**src/rtl/prng_die_roller.sv**
```systemverilog
// Turns raw 3-bit PRNG samples into die values 1..6 through a small FIFO.
// A repetition health test latches a failure and flushes the FIFO.
module prng_die_roller #(
  parameter int FIFO_DEPTH = 4,
  parameter int REP_LIMIT  = 8
) (
  input  logic       clk,
  input  logic       rst,
  input  logic       in_valid,
  input  logic [2:0] in_sample,
  input  logic       roll_ready,
  input  logic       clear_fail,
  output logic       roll_valid,
  output logic [2:0] roll_data,
  output logic [4:0] fifo_count,
  output logic       health_fail,
  output logic [7:0] reject_cnt,
  output logic [7:0] drop_cnt
);

  localparam int          AW     = $clog2(FIFO_DEPTH);
  localparam logic [4:0]  DEPTH  = 5'(FIFO_DEPTH);
  localparam logic [7:0]  LIM    = 8'(REP_LIMIT);

  typedef enum logic {RUN, FAIL} state_t;

  state_t                     state;
  logic [FIFO_DEPTH-1:0][2:0] mem;
  logic [AW-1:0]              wptr, rptr;
  logic [7:0]                 rep_cnt, rep_nxt;
  logic [2:0]                 prev;
  logic                       is_die, full, rd, wr, drop, trip;

  // rep_cnt == 0 means "no previous sample to compare against"
  always_comb begin
    full    = (fifo_count == DEPTH);
    is_die  = (in_sample != 3'd0) && (in_sample != 3'd7);
    rd      = roll_valid && roll_ready;
    rep_nxt = 8'd1;
    if (rep_cnt != 8'd0 && in_sample == prev)
      rep_nxt = (rep_cnt >= LIM) ? LIM : rep_cnt + 8'd1;
    trip    = in_valid && (rep_nxt == LIM);
    wr      = in_valid && is_die && (state == RUN) && !trip && (!full || rd);
    drop    = in_valid && is_die && (state == RUN) && !trip && full && !rd;
  end

  assign roll_valid = (fifo_count != 5'd0);
  assign roll_data  = roll_valid ? mem[rptr] : 3'd0;

  always_ff @(posedge clk) begin
    if (wr) mem[wptr] <= in_sample;
  end

  always_ff @(posedge clk or posedge rst) begin
    if (rst) begin
      state       <= RUN;
      health_fail <= 1'b0;
      fifo_count  <= 5'd0;
      wptr        <= '0;
      rptr        <= '0;
      rep_cnt     <= 8'd0;
      prev        <= 3'd0;
      reject_cnt  <= 8'd0;
      drop_cnt    <= 8'd0;
    end else begin
      if (in_valid) begin
        prev <= in_sample;
        if (!is_die && reject_cnt != 8'hFF) reject_cnt <= reject_cnt + 8'd1;
      end
      if (drop && drop_cnt != 8'hFF) drop_cnt <= drop_cnt + 8'd1;
      case (state)
        RUN: begin
          if (in_valid) rep_cnt <= rep_nxt;
          if (trip) begin
            state       <= FAIL;
            health_fail <= 1'b1;
            fifo_count  <= 5'd0;
            wptr        <= '0;
            rptr        <= '0;
          end else begin
            if (rd) rptr <= rptr + 1'b1;
            if (wr) wptr <= wptr + 1'b1;
            if (wr && !rd)      fifo_count <= fifo_count + 5'd1;
            else if (rd && !wr) fifo_count <= fifo_count - 5'd1;
          end
        end
        FAIL: begin
          // a fresh trip beats a simultaneous clear
          if (trip) begin
            rep_cnt <= rep_nxt;
          end else if (clear_fail) begin
            state       <= RUN;
            health_fail <= 1'b0;
            rep_cnt     <= 8'd0;
          end else if (in_valid) begin
            rep_cnt <= rep_nxt;
          end
        end
        default: state <= RUN;
      endcase
    end
  end

endmodule
```
**config.mk**
```make
export PLATFORM = sky130hd
export DESIGN_NAME = prng_die_roller
export DESIGN_NICKNAME = d
export VERILOG_FILES = /design/src/rtl/prng_die_roller.sv
export SDC_FILE = /design/constraint.sdc
export NUM_CORES = 1
export LEC_CHECK = 0
export BUFFER_PORTS_ARGS = -buffer_cell sky130_fd_sc_hd__buf_4
export CAP_MARGIN = 20
export CORE_AREA = 10 10 78 80
export DETAILED_ROUTE_END_ITERATION = 12
export DIE_AREA = 0 0 88 90
export HOLD_SLACK_MARGIN = 0.02
export PLACE_DENSITY = 0.77
export SLEW_MARGIN = 20
export SYNTH_ARGS = -nofsm -noshare
export SYNTH_HDL_FRONTEND = slang
export SYNTH_SLANG_ARGS = --single-unit
```
**constraint.sdc**
```tcl
create_clock -name clk -period 3.6 [get_ports clk]
set_clock_uncertainty 0.05 [all_clocks]
set_input_delay 0 -clock clk [delete_from_list [all_inputs] [get_ports clk]]
set_output_delay 0 -clock clk [all_outputs]
set_load 0.02 [all_outputs]
```
== Yosys cells after proc, flatten, opt, wreduce, memory -nomap -nowiden ==
Index checks and enable logic that the tools add are counted.
Widths: inputs -> output; s select.
Storage, ports and cells
  register bits after elaboration: 50
  bits in latches: 0
  memory bits (writable): 0
  bits in read-only memories: 0
  input port bits: 8
  output and inout bits: 26
  word-level logic and storage cells: 93
  memories: 0
Operators by class
  $add $sub $neg: 7
  multiply operators: 0
  divide/modulo/power cells: 0
  magnitude comparators: 4
  eq/ne operators: 9
  shifts and indexed selects: 0
  multiplexer cells: 27
  bitwise logic cells: 1
  reduce and logical (&&, ||, !) cells: 32
Operators by type and width (number)
  $mux 8: 5
  $add 8x1->8 const B: 3
  $ne 8x8->1 const B: 2
  $pmux 8 s2: 1
  $logic_and 1x1->1: 15
  $mux 5: 3
  $bwmux 12: 1
  $mux 3: 3
  $eq 8x4->1 const B: 1
  $ge 8x4->1 const B: 1
  $mux 2: 4
  $reduce_and 2->1: 4
  $reduce_bool 8->1: 1
  $bmux 3 s2: 1
  $demux 3 s2: 1
  $lt 2x3->1 const B: 2
  $mux 1: 6
  $ne 2x2->1 const B: 3
  $reduce_bool 3->1: 2
  $add 5x1->5 const B: 1
  $eq 5x3->1 const B: 1
  $logic_not 1->1: 5
  $reduce_bool 5->1: 1
  $sub 5x1->5 const B: 1
  other kinds (9): 12

== Logic depth before layout (Yosys ltp) ==
  depth after elaboration: 13
  depth in mapped cells: 14
  depth with buffers taken out: 13

== Least setup slack after synthesis ==
No wires, ideal clock.
  path kind: flip-flop to flip-flop
  start point: register rep_cnt[5]
  end point: register fifo_count[4]
  setup time: 65 ps
  data arrival time: 3088 ps
  data required time: 3485 ps
  path slack: 397 ps
  stages on the path, launching flop included: 13
  cell sequence: dfrtp_1 -> or4_4 -> a311o_1 -> and2_1 -> buf_6 -> nor2_1 -> nand2_1 -> ha_1 -> a21o_1 -> a21oi_1 -> or3b_1 -> a2111oi_0 -> a21o_1
On the way
  longest elaborated chain between the ends: 12
  elaborated cells between the ends (all ways): 18
Ends and longest elaborated chain
  from (decl): RTL line 30  | logic [7:0] rep_cnt, rep_nxt;
  from (signal assigned): RTL line 73  | if (in_valid) rep_cnt <= rep_nxt;
  from (signal assigned): RTL line 90  | rep_cnt <= rep_nxt;
  from (signal assigned): RTL line 96  | rep_cnt <= rep_nxt;
  $add 8x1->8 (tied with other cells): RTL line 41  | rep_nxt = (rep_cnt >= LIM) ? LIM : rep_cnt + 8'd1;
  $mux 8 / $logic_and 1x1->1 (equally long branches): RTL line 41, 40
  $mux 8 *: RTL line 40  | if (rep_cnt != 8'd0 && in_sample == prev)
  $eq 8x4->1 *: RTL line 42  | trip = in_valid && (rep_nxt == LIM);
  $logic_and 1x1->1 *: RTL line 42
  $logic_not 1->1: RTL line 43  | wr = in_valid && is_die && (state == RUN) && !trip && (!full || rd);
  $logic_and 1x1->1 (2 in series): RTL line 43
  $logic_not 1->1: RTL line 84  | else if (rd && !wr) fifo_count <= fifo_count - 5'd1;
  $logic_and 1x1->1: RTL line 84
  $reduce_bool 3->1 (no line)
  $reduce_and 2->1 (no line)
  to (signal assigned): RTL line 83  | if (wr && !rd) fifo_count <= fifo_count + 5'd1;
  to (signal assigned): RTL line 84
  to (decl): RTL line 15  | output logic [4:0] fifo_count,
Mark *: on every way between the ends. The rest lies on a longest branch, timed or not.
A chain may end at the register's enable or synchronous reset.

== Worst setup path after layout ==
Same ends and word-level chain as after synthesis.

==> results_tabular.tex <==
\begin{tabular}{lr}
\hline
Metric & Value \\
\hline
\multicolumn{2}{l}{\textbf{CTS}} \\
\quad Clk buf depth & 2 \\
\quad Clock tree from TritonCTS & done \\
\quad Clock sink total & 50 \\
\quad Clock slew at reported path FFs & approximately 0.09 ns \\
\quad CTS Root Cell & sky130\_fd\_sc\_hd\_\_clkbuf\_8 \\
\quad \# Post-CTS Setup Buffers & 0 \\
\quad Number of CTS-inserted buffers & 5 \\
\quad Clock latency on the worst-skew pair & about 0.3 ns \\
\quad Htree depth & 2 \\
\multicolumn{2}{l}{\textbf{Die}} \\
\quad Die area & 7920 um2 \\
\quad Standard cell core area & 4600 um2 \\
\quad Die W & 88 um \\
\quad I/O pin cnt & 34 \\
\quad Initial Utilization & 54.6\% \\
\quad Chip Height & 90 um \\
\quad Core Rows & 25 \\
\multicolumn{2}{l}{\textbf{Run status}} \\
\quad Result of the run & complete, no violations \\
\multicolumn{2}{l}{\textbf{Synthesis}} \\
\quad Yosys warns & 0 \\
\quad Most used flip-flop cell after synthesis & sky130\_fd\_sc\_hd\_\_dfrtp\_1 \\
\quad Synthesized area & 2510 um2 \\
\quad Sequential cell area fraction in the yosys report & a little over half \\
\quad Gate count after technology mapping & 210 \\
\quad Number of distinct library cell variants in the gate-level netlist after synthesis & between 40 and 50 \\
\quad Share of synthesized flip-flops with an asynchronous set or reset & 76.0\% \\
\quad Yosys reg bits & 50 \\
\quad Mean post-synth cell area & 12.0 um2 \\
\quad Number of flops mapped to enable cells by yosys & 12 \\
\quad Number of nets produced by synthesis & between 200 and 250 \\
\multicolumn{2}{l}{\textbf{Timing}} \\
\quad Final Hold Violating Endpoints & 0 \\
\quad Setup TNS & 0 ns \\
\quad Relative slew slack & between 60\% and 70\% \\
\quad Shortest clock period the worst path allows after layout & 3.40 ns \\
\quad Final count of negative-setup-slack endpoints & 0 \\
\quad Achievable Freq & roughly 300 MHz \\
\quad Transition time at the pin with the least slew margin & between 0.5 and 0.6 ns \\
\quad Period utilization & 94.5\% \\
\quad RSZ-0062 raised after global routing & no \\
\quad Final Max Tran Viols & 0 \\
\multicolumn{2}{l}{\textbf{Setup path}} \\
\quad Setup crit end kind & flip-flop \\
\quad Setup slack on the worst flop-to-flop path & 0.20 ns \\
\quad Largest fanout of any net on the critical path & 9 \\
\quad Required time at the endpoint of the critical path & approximately 3.8 ns \\
\quad Worst setup path class & reg -> reg \\
\quad Startpoint types & flip-flop \\
\quad CP arrival & approximately 3.6 ns \\
\multicolumn{2}{l}{\textbf{Placed design}} \\
\quad Final weighted congestion of routability-driven global placement & 0.834 \\
\quad Port Buffer Count & 33 \\
\quad Standard cell area after detailed placement & $\sim$2800 um2 \\
\quad DP HPWL & 3.57 mm \\
\multicolumn{2}{l}{\textbf{Layout}} \\
\quad Diode insertion count for antenna repair & 0 \\
\quad Number of filler cells placed in the layout & 370 \\
\quad Footprint of the multi-input gates & 1140 um2 \\
\quad Area Growth Syn to Fin & 18.1\% \\
\quad Area used by sequential logic in the layout & 1310 um2 \\
\quad Fraction of layout instances using a drive strength above 1 & 22.0\% \\
\quad NumNets Final & around 280 \\
\quad Final cell area excluding filler cells & slightly below 3000 um2 \\
\multicolumn{2}{l}{\textbf{Routing}} \\
\quad DRC violation count after routing & 0 \\
\quad Initial DRC count & 100 \\
\quad Drt via density & between 5 and 6 \\
\quad Post-detailed-route count of antenna-violating nets & 0 \\
\quad Iteration count of the initial detailed-routing pass & 4 \\
\quad Overall routed net length & between 4 and 5 mm \\
\quad Overall via count from detail\_route & about 1800 \\
\quad Per-cell routed wire length & 15.9 um \\
\multicolumn{2}{l}{\textbf{GRT}} \\
\quad First-pass GRT wire length & 8.30 mm \\
\quad Initial antenna violation count & 0 \\
\quad Maximum number of pins on one net before global-route repair & 39 \\
\quad Congestion Overflow GR & 0 \\
\quad Vias in the first global route & 1793 \\
\quad GRT Total Usage & 12.8\% \\
\multicolumn{2}{l}{\textbf{Power}} \\
\quad Power Density & 624 nW/um2 \\
\quad Sequential Power Share & 44.5\% \\
\quad Clk network pwr share & 17.1\% \\
\quad Leakage & 1.36 nW \\
\quad Maximum VDD drop & $\sim$0.40 mV \\
\quad Fraction of power spent switching nets & 36.5\% \\
\quad Combinational group share of total power & 38.4\% \\
\quad Total internal power & 1.18 mW \\
\quad Final Total Pwr & approximately 1.9 mW \\
\quad Psw & approximately 0.68 mW \\
\multicolumn{2}{l}{\textbf{Flow run}} \\
\quad Reported max-cap violation count & 0 \\
\multicolumn{2}{l}{\textbf{Min path}} \\
\quad Path class of the lowest-slack min-delay path & in -> reg \\
\hline
\end{tabular}
## final cells by class
class                           instances  share of cell area (%)
Clock inverter                          3                   0.548
Multi-Input combinational cell        145                    38.4
Timing Repair Buffer                   41                    10.9
Sequential cell                        50                    44.2
Clock buffer                            5                    2.32
Tap cell                               54                    2.28
Inverter                               11                    1.39
## worst paths after layout
kind,cells after the start,from,end
max in group asynchronous,4,rst,drop_cnt[5]
max reg2reg,11,rep_cnt[5],fifo_count[4]
max,11,rep_cnt[5],fifo_count[4]
min,4,roll_ready,rptr[0]
min in group asynchronous,4,rst,wptr[1]
min reg2reg,1,reject_cnt[6],reject_cnt[6]
## synthesized netlist by cell type (all sizes together), types with 4 or more instances
cell,instances,area share [%]
ha,12,6.0
nor2,6,0.90
or4,4,1.3
dfrtp,38,38
xnor2,15,5.2
and3,6,1.5
nand4,9,2.2
nand3,6,1.2
o21ai,4,0.80
a21oi,11,2.2
inv,11,1.6
xor2,4,1.4
nor3,4,0.80
edfxtp,12,14
mux2,6,2.7
and2,9,2.2
nand2,8,1.2
## placed cells by master, fill, tap and decap left out, types with 2 or more instances in the layout
cell                            count
sky130_fd_sc_hd__a21o_1             3
sky130_fd_sc_hd__a21oi_1           11
sky130_fd_sc_hd__a311o_1            2
sky130_fd_sc_hd__and2_1             9
sky130_fd_sc_hd__and3_1             6
sky130_fd_sc_hd__and4_1             3
sky130_fd_sc_hd__buf_4             35
sky130_fd_sc_hd__clkbuf_8           5
sky130_fd_sc_hd__dfrtp_1           38
sky130_fd_sc_hd__dlygate4sd3_1      6
sky130_fd_sc_hd__edfxtp_1          12
sky130_fd_sc_hd__ha_1              12
sky130_fd_sc_hd__inv_1             11
sky130_fd_sc_hd__mux2_2             6
sky130_fd_sc_hd__mux2i_1            3
sky130_fd_sc_hd__mux4_2             3
sky130_fd_sc_hd__nand2_1            8
sky130_fd_sc_hd__nand2b_1           2
sky130_fd_sc_hd__nand3_1            6
sky130_fd_sc_hd__nand4_1            9
sky130_fd_sc_hd__nor2_1             6
sky130_fd_sc_hd__nor2b_1            3
sky130_fd_sc_hd__nor3_1             4
sky130_fd_sc_hd__o21a_1             3
sky130_fd_sc_hd__o21ai_0            4
sky130_fd_sc_hd__o2bb2ai_1          3
sky130_fd_sc_hd__o31ai_1            2
sky130_fd_sc_hd__or3_1              2
sky130_fd_sc_hd__or4_1              3
sky130_fd_sc_hd__xnor2_1           15
sky130_fd_sc_hd__xor2_1             4
## sequential cells by signal (all words and copies together) (netlist names)
register	flops
wptr	2
state	1
rep_cnt	8
prev	3
fifo_count	5
rptr	2
drop_cnt	8
mem	12
health_fail	1
reject_cnt	8
## worst max-delay path: stages (launching register included)
cell	delay [ns]
sky130_fd_sc_hd__dfrtp_1	0.39
sky130_fd_sc_hd__or4_4	0.55
sky130_fd_sc_hd__a311o_1	0.39
sky130_fd_sc_hd__and2_1	0.25
sky130_fd_sc_hd__nor2_1	0.13
sky130_fd_sc_hd__nand2_1	0.14
sky130_fd_sc_hd__ha_1	0.35
sky130_fd_sc_hd__a21o_1	0.11
sky130_fd_sc_hd__a21oi_1	0.08
sky130_fd_sc_hd__or3b_1	0.38
sky130_fd_sc_hd__a2111oi_1	0.41
sky130_fd_sc_hd__a21o_1	0.12
## repair_timing
action | in CTS | in global routing
hold buffers | 6 | 0
gates resized for setup | 0 | 1
setup endpoints to repair | 0 | 1
endpoints found under the hold margin | 59 | 0
## routing by layer
metal	up-vias	track usage, %	part of all wire, %
met5	-	0	0
met4	0	3.99	0.77
met3	4	3.70	5.4
met2	44	20.8	49
met1	855	15.7	45
li1	851	-	-
## power groups by stage
stage	logic [mW]	clock network (mW)	registers (mW)
after global routing	0.787	0.349	0.848
final	0.712	0.317	0.824
after global placement	0.702	0	0.833
after floorplan	0.409	0	0.886
after detailed placement	0.715	0	0.837
after CTS	0.721	0.326	0.826
## metrics by stage
stage	worst slack (ns)	cells	utilization [%]	hold WS, ns
2_1_floorplan	0.397	210	-	0.0464
3_3_place_gp	0.340	295	61.3	0.0957
3_5_place_dp	0.219	295	61.3	0.0991
4_1_cts	0.198	309	64.5	0.143
5_1_grt	0.0171	309	64.5	0.170
6_report	0.197	309	64.5	0.149
## kinds of logic (layout without fill, tap and decap cells)
logic type                 Yosys count  after routing  synth area share [%]
AOI/OAI and AO/OA                   35             35                  9.86
adders and majority gates           13             13                  6.77
DFF                                 50             50                  52.2
and+or+nand+nor                     66             66                  15.4
muxes                               12             12                  6.57
xor gates and xnor gates            19             19                  6.62
buffers and inverters               15             60                  2.54
(Power assumes the default switching activity.)
